===== src/rtl/prbs_popcount.sv =====
// Population count of a WIDTH-bit vector: combinational count plus a registered copy.
module prbs_popcount #(
   parameter  int unsigned WIDTH = 24,
   localparam int unsigned CW    = $clog2(WIDTH + 1)
) (
   input  logic             clk,
   input  logic             rst_n,
   input  logic             vld,
   input  logic [WIDTH-1:0] vec,
   output logic [CW-1:0]    cnt_c,
   output logic [CW-1:0]    cnt,
   output logic             cnt_vld
);

   always_comb begin
      cnt_c = '0;
      for (int unsigned i = 0; i < WIDTH; i++) begin
         cnt_c = cnt_c + CW'(vec[i]);
      end
   end

   always_ff @(posedge clk) begin
      if (!rst_n) begin
         cnt     <= '0;
         cnt_vld <= 1'b0;
      end else begin
         cnt_vld <= vld;
         if (vld) cnt <= cnt_c;
      end
   end

endmodule


===== config.mk =====
export PLATFORM = sky130hd
export DESIGN_NAME = prbs_popcount
export DESIGN_NICKNAME = d
export VERILOG_FILES = /design/src/rtl/prbs_popcount.sv
export SDC_FILE = /design/constraint.sdc
export NUM_CORES = 1
export LEC_CHECK = 0
export ABC_AREA = 0
export CORE_MARGIN = 2
export CORE_UTILIZATION = 41
export DETAILED_ROUTE_END_ITERATION = 12
export PLACE_DENSITY = 0.84
export SYNTH_ARGS = -nofsm -noshare
export SYNTH_HDL_FRONTEND = slang
export SYNTH_SLANG_ARGS = --single-unit

===== constraint.sdc =====
create_clock -name clk -period 5.3 [get_ports clk]
set_input_delay 0.53 -clock clk [delete_from_list [all_inputs] [get_ports clk]]
set_output_delay 0.53 -clock clk [all_outputs]
set_load 0.005 [all_outputs]

After elaboration in Yosys (flattened, before gate mapping)
Index checks and enable logic that the tools add are counted.

Logic and storage cells: 25. Bits of input ports: 27. Bits in registers: 6. Output and inout bits: 11.

$add $sub $neg: 23.

Operators with widths (number): $add 5x1->5 (19); $add 4x1->5 (1); $add 3x1->4 (1); $add 2x1->3 (1); $add 1x1->2 (1).

Depth between registers and ports, before layout
Gate-level depths: netlist of run 1.

Word-level depth: 23. Mapped depth: 13. Depth with buffers taken out: 13.

Worst setup path after synthesis of run 1
Ideal clock, no wire load.

Path kind: in2out. Start point: input port vec[0]. End point: output port cnt_c[4]. Path buffers: 0. Path slack: 0.883 ns. Stages: 13. Arrival time: 3.887 ns. Data required time: 4.770 ns. Cells stage by stage: inv_1 fa_1 fa_1 fa_1 fa_1 fa_1 inv_1 ha_1 inv_1 fa_1 nor2b_1 o21ai_1 nand2_1.

Word-level cells in the longest chain between the ends: 23.

RTL lines: from (decl) (RTL line 9) `input logic [WIDTH-1:0] vec,`; $add 1x1->2 (RTL line 18) `cnt_c = cnt_c + CW'(vec[i]);`; $add 2x1->3 (RTL line 18); $add 3x1->4 (RTL line 18); $add 4x1->5 (RTL line 18); $add 5x1->5 (19 in a row) (RTL line 18); to (decl) (RTL line 10) `output logic [CW-1:0] cnt_c,`.

Every way passes these cells.

Worst setup path in the final report of run 1
Start point: input port vec[9]. End point: output port cnt_c[1].

Word-level cells in the longest chain between the ends: 15.

RTL lines (RTL line): $add 5x1->5 (15 in a row) (18).

Every way passes these cells.

==> key figures, run 1 <==
Critical path
  • Slowest cell on crit path: fa_1
  • Critical Path Fanout Max: 2
  • Endpoint class of the critical path: output pin
  • CP peak stage delay: 0.58 ns
  • Worst Path Required: 4.77 ns
  • Crit path cell chain: clkdlybuf4s50_1 -> inv_1 -> fa_1 -> fa_1 -> fa_1 -> fa_1 -> fa_1 -> inv_1 -> ha_2 -> inv_1 -> fa_2 -> inv_1 -> dlygate4sd2_1
  • CP most frequent cell: fa_1
  • Path depth of the worst reg2reg path: 2
  • CP startpoint kind: input pin
  • Arrival @ worst endpoint: 4.68 ns
  • Critical path class: input pin to output pin

CTS
  • Htree depth: 1
  • # hold bufs at CTS: 0
  • Clock slew at reported path FFs: 0.04 ns
  • TritonCTS clock tree: done
  • CTS Buf Count: 3
  • CTS sink count: 6
  • Later-pin clock latency in the skew report: 0.25 ns
  • Clk buf depth: 2
  • Clock Tree Root: clkbuf_4

GRT
  • Grt ovf: 0
  • Antenna violations before repair: 0
  • First-pass GRT wire length: 2890 um
  • Vias in the first global route: 697
  • GRT Util Overall: 15.8%
  • Largest net degree at the start of global routing: 11

Floorplanning
  • I/O pins: 38
  • Die area: 0.00246 mm2
  • Cell Rows: 16
  • Die H: 49.6 um
  • Starting Density: 43.5%
  • Core footprint: 0.00196 mm2
  • Horiz. Die Dim: 49.6 um

STA
  • Final worst-path cycle share: 98.4%
  • RSZ-0062 raised after global routing: true
  • Final Max Tran Viols: 0
  • Hold Fails Final Rpt: 0
  • Min Clock Period, post-route: 5.21 ns
  • Count of final setup violators: 0
  • Tightest Pin Transition: 0.375 ns
  • Max-slew headroom: 74.9%
  • Fmax achieved: 192 MHz
  • Final clock skew: 0 ns

Synth
  • Primary FF master, synth: dfxtp_1
  • Post-synth top area share: 39.9%
  • Mapped Area: 853 um2
  • Seq/Total Area, Yosys: 14.1%
  • Synth warn: 0
  • Synth top cells by count: inv_1, fa_1, dfxtp_1, ha_1, nor2b_1
  • Largest area contributor in the netlist: fa_1
  • FFs w/ async S/R, synth: 0%
  • Distinct cell type count after synthesis: 21
  • Number of synthesized flops with an enable pin: 0
  • Top cells by area, synth: fa_1, inv_1, dfxtp_1
  • Count leader, synth: inv_1
  • Mapped Nets: 143
  • Flops & latches, synth: 6
  • Instance count of the mapped netlist: 93
  • Post-Syn Area per Cell: 9.18 um2

Cells and area
  • Layout cell share with drive strength beyond 1: 9.70%
  • Area growth, synth to finish: 52.3%
  • Layout Cells excl Fill: 161
  • Nets@finish: 186
  • Layout Utilization: 66.3%
  • Number of diodes: 0
  • Layout filler cell count: 164

Detailed routing
  • Post-route ant nets: 0
  • DRC: 0
  • Wire length per cell: 10.7 um
  • Drt pass-1 iters: 4
  • Initial DRC Count: 6
  • Vias: 702
  • Routed WL: 1720 um
  • Vias per cell: 4.36

Placement
  • Placer Congestion: 0.702
  • Post-DP HPWL: 1500 um
  • Post-placement cell count: 157
  • # port buffers: 37

Job
  • Max-cap viol count: 0

Power and ir drop
  • Total Power: 780 uW
  • Max IR drop VDD: 0.646 mV
  • Cell Pwr Density: 600 mW/mm2
  • Pleak: 0.000692 uW

Hold path
  • Worst hold path class: flop to flop
  • Hold Path Depth: 1

Outcome
  • Status: finished clean
==> worst max-delay path, delay by kind of cell <==
family     cells  cell delay (ns)
buf+inv        6             0.92
fa+ha+maj      7             3.22
==> cell type report <==
type	count	area, um2	share of cell area (%)
well taps	27	33.8	2.60
multi-input cells	45	587	45.1
flip-flops and latches	6	120	9.24
inverters	41	154	11.8
clock buffers	3	22.5	1.73
repair buffers	39	383	29.5
==> sequential cells by signal (all words and copies together) (netlist names) <==
register / count
cnt: 5
cnt_vld: 1
==> cells by family (layout without fill, tap and decap cells) <==
family	count (synthesis)	in the layout	share of synthesized area (%)
buffers and inverters	42	83	18.6
adder cells (fa/ha/maj)	23	23	48.7
XOR/XNOR	2	2	2.05
flip-flops	6	6	14.1
AND/OR/NAND/NOR	11	11	8.36
multiplexers	2	2	2.35
AO/OA/AOI/OAI	7	7	5.86
==> per-stage QoR <==
stage / worst slack (ns) / cell area, um2 / hold slack, ns / TNS, ns
after detailed placement: -0.238 / 1260 / 0.481 / -0.707
final: 0.0870 / 1300 / 0.493 / 0
after floorplan: 0.883 / 853 / 0.477 / 0
after global placement: -0.124 / 1260 / 0.464 / -0.294
after CTS: -0.0876 / 1290 / 0.491 / -0.0876
after global routing: -0.0577 / 1300 / 0.500 / -0.0747
==> cells in the final DEF, fill, tap and decap left out <==
cell type / n
nor2b_1: 4
a21oi_2: 1
nand2_1: 2
fa_2: 1
nand3b_1: 1
inv_2: 1
and2_4: 1
buf_4: 2
dlymetal6s2s_1: 2
a221o_1: 1
inv_1: 40
and3_1: 1
clkbuf_2: 1
a31oi_1: 1
o211a_1: 1
ha_1: 5
dfxtp_1: 6
fa_1: 16
ha_2: 1
clkdlybuf4s50_1: 32
clkbuf_4: 3
xnor2_1: 1
a21oi_1: 1
mux2i_1: 2
xnor2_2: 1
dlygate4sd2_1: 2
and2_1: 1
nand3_2: 1
o21ai_1: 1
o21ai_0: 1
==> metal layers <==
layer	share of wire, %	global-route usage [%]
met1	39	18.6
met2	54	26.7
met3	6.2	6.36
met4	0.70	4.17
met5	0	0
==> where the power goes <==
group          switching, uW  total [uW]  internal (uW)
clock                   18.3        44.0           25.7
sequential              6.25        66.0           59.8
combinational            296         670            374
==> timing repair <==
action | 4_1_cts | 5_1_grt
setup endpoints to repair | 4 | 2
buffers inserted | 0 | 1
gates resized for setup | 6 | 5
pin swaps | 5 | 8
==> worst paths after layout <==
kind | slack, ns | end | startpoint
min reg2reg | 0.49 | cnt[1] | cnt[1]
min | 0.49 | cnt[1] | cnt[1]
max reg2reg | 4.40 | cnt[3] | cnt[3]
max | 0.09 | cnt_c[1] | vec[9]
Note: power is estimated with default switching activity, not from simulation.
==> run 2: changes to the inputs <==
CORE_UTILIZATION = 37   (was 41)
PLACE_DENSITY = 0.8   (was 0.84)
SLEW_MARGIN = 40   (was unset)
clock period = 4.3 ns   (was 5.3 ns; I/O delays follow)
==> run 2 against run 1 <==
Effect of this change: the run now ends with negative setup slack left; first-iteration DRC count is 130% higher; clock power is 16% higher; die area is 9.9% higher; sequential share of layout area is 0.57 points lower; final area is 6.5% higher; via count is 5.8% higher; clock-buffer cell count stayed put; core utilization is 3.0 points lower; total power is 64% higher; largest cell class unchanged; largest power group unchanged; highest routed layer is now met3.
==> key figures, run 2 (synthesis results as in run 1) <==
Power and ir drop
  • Max IR drop VDD: 0.689 mV (+6.7%)
  • Pleak: 0.000717 uW (+3.6%)
  • Total Power: 1280 uW (+64%)
  • Cell Pwr Density: 922 mW/mm2 (+54%)

STA
  • Min Clock Period, post-route: 4.60 ns
  • Final Max Tran Viols: 0 (unchanged)
  • Final clock skew: 0 ns (unchanged)
  • Final worst-path cycle share: 107%
  • Fmax achieved: 217 MHz
  • Count of final setup violators: 4 (+4)
  • Final WS setup: -0.300 ns (-0.387 ns)
  • Setup Total Neg Slack: -0.631 ns (-0.631 ns)
  • RSZ-0062 raised after global routing: true
  • Tightest Pin Transition: 0.466 ns (+0.0911 ns)
  • Hold Fails Final Rpt: 0 (unchanged)
  • Max-slew headroom: 68.8% (-6.1 points)

Placement
  • # port buffers: 37 (unchanged)
  • Post-DP HPWL: 1520 um (+0.79%)
  • Placer Congestion: 0.659 (-6.2%)
  • Post-placement cell count: 162 (+3.2%)
  • Worst slack at placement: -0.982 ns (-0.744 ns)

Critical path
  • Critical Path Fanout Max: 2 (unchanged)
  • R2R Setup Slk: 3.40 ns (-1.00 ns)
  • R2r endpoint: cnt[3]
  • Worst Path Required: 3.87 ns (-0.90 ns)
  • Critical path class: input pin to output pin
  • Path depth of the worst reg2reg path: 2 (unchanged)
  • Endpoint class of the critical path: output pin
  • Arrival @ worst endpoint: 4.17 ns (-0.51 ns)
  • CP startpoint kind: input pin
  • Worst r2r src: cnt[3]

CTS
  • TritonCTS clock tree: done
  • Htree depth: 1 (unchanged)
  • Later-pin clock latency in the skew report: 0.25 ns (about the same)
  • CTS Buf Count: 3 (unchanged)
  • Clk buf depth: 2 (unchanged)
  • Clock slew at reported path FFs: 0.05 ns (about the same)
  • CTS sink count: 6 (unchanged)
  • # hold bufs at CTS: 0 (unchanged)
  • Clock Tree Root: clkbuf_4

Floorplanning
  • Cell Rows: 17 (+1)
  • Core footprint: 0.00219 mm2 (+12%)
  • Die area: 0.00271 mm2 (+9.9%)
  • Starting Density: 38.9% (-4.5 points)
  • Die H: 52.0 um (+4.8%)
  • I/O pins: 38 (unchanged)
  • Horiz. Die Dim: 52.0 um (+4.8%)

Cells and area
  • Max reg flops: 5 (unchanged)
  • Most common cell after layout, fill and taps aside: inv_1
  • Multi-input logic area: 658 um2 (+12%)
  • Storage cell area: 120 um2 (unchanged)
  • Nets@finish: 194 (+4.3%)
  • Most flops, register: cnt
  • Number of diodes: 0 (unchanged)
  • Layout Utilization: 63.2% (-3.0 points)
  • Layout filler cell count: 177 (+7.9%)
  • Layout Cells excl Fill: 170 (+5.6%)
  • Biggest registers after layout: cnt x5, cnt_vld x1
  • Layout cell share with drive strength beyond 1: 39.4% (+30 points)
  • Most frequent cells in the layout: inv_1, clkdlybuf4s50_1, fa_1
  • Area growth, synth to finish: 62.3%

Job
  • Max-cap viol count: 0 (unchanged)

GRT
  • Vias in the first global route: 758 (+8.8%)
  • First-pass GRT wire length: 3170 um (+9.5%)
  • GRT Util Overall: 16.1% (+0.29 points)
  • Grt ovf: 0 (unchanged)
  • Largest net degree at the start of global routing: 11 (unchanged)
  • Antenna violations before repair: 0 (unchanged)

Hold path
  • Hold Path End: cnt[1]
  • Hold Path Origin: cnt[1]
  • Hold Path Depth: 1 (unchanged)
  • Worst hold path class: flop to flop

Detailed routing
  • Vias per cell: 4.37 (+0.24%)
  • Initial DRC Count: 14 (+8)
  • Routed WL: 2050 um (+20%)
  • Vias: 743 (+5.8%)
  • DRC: 0 (unchanged)
  • Post-route ant nets: 0 (unchanged)
  • Drt pass-1 iters: 4 (unchanged)
  • Wire length per cell: 12.1 um (+13%)

Outcome
  • Status: finished, violations left
  • Failing checks: negative setup slack
==> run 2: power breakdown <==
group / switching, uW / internal [uW] / total, uW
Sequential: 6.97 / 73.7 / 80.7
Clock: 19.4 / 31.5 / 50.9
Combinational: 492 / 652 / 1140
==> run 2: what timing repair did <==
action                                  4_1_cts  5_1_grt
pin swaps                                    17       19
endpoints found under the setup margin        8        5
hold endpoints to repair                      0        0
buffers inserted                             10        3
gates cloned                                  0        0
resized for setup                            56       32
==> run 2: how the worst max path moves through the flow <==
stage	to	depth (start not counted)	slack (ns)	startpoint
finish	cnt_c[4]	16	-0.30	vec[3]
global route	cnt_c[4]	16	-0.42	vec[7]
CTS	cnt_c[4]	16	-0.33	vec[21]
detailed placement	cnt_c[4]	15	-0.98	vec[0]
global placement	cnt_c[4]	15	-0.93	vec[0]
floorplan	cnt_c[4]	13	0.08	vec[0]
==> run 2: layout make-up <==
cell class / count / share of cell area (%)
Sequential cell: 6 / 8.67
Timing Repair Buffer: 47 / 28.4
Tap cell: 28 / 2.53
Clock buffer: 3 / 1.63
Inverter: 41 / 11.3
Multi-Input combinational cell: 45 / 47.5
==> run 2: worst max-delay path, cell delays in order <==
cell and delay (ns):
buf_6 0.07, inv_4 0.03, fa_1 0.57, fa_2 0.44
fa_1 0.52, fa_2 0.58, fa_1 0.42, inv_2 0.08
ha_4 0.14, inv_2 0.04, fa_2 0.34, nor2b_2 0.14
o21ai_2 0.07, buf_4 0.14, nand2_2 0.06, buf_6 0.09
==> run 2: routing by layer <==
layer / global-route usage (%) / up-vias / wire (um)
li1: - / 360 / -
met1: 19.4 / 363 / 809
met3: 3.74 / 0 / 98
met2: 29.3 / 20 / 1140
met4: 2.63 / 0 / 0
met5: 0 / - / 0
==> run 2: through the flow <==
| step | hold WS (ns) | instance area [um2] |
|---|---|---|
| 4_1_cts | 0.490 | 1350 |
| 5_1_grt | 0.510 | 1390 |
| 3_5_place_dp | 0.479 | 1290 |
| 2_1_floorplan | 0.477 | 853 |
| 3_3_place_gp | 0.468 | 1290 |
| 6_report | 0.484 | 1390 |
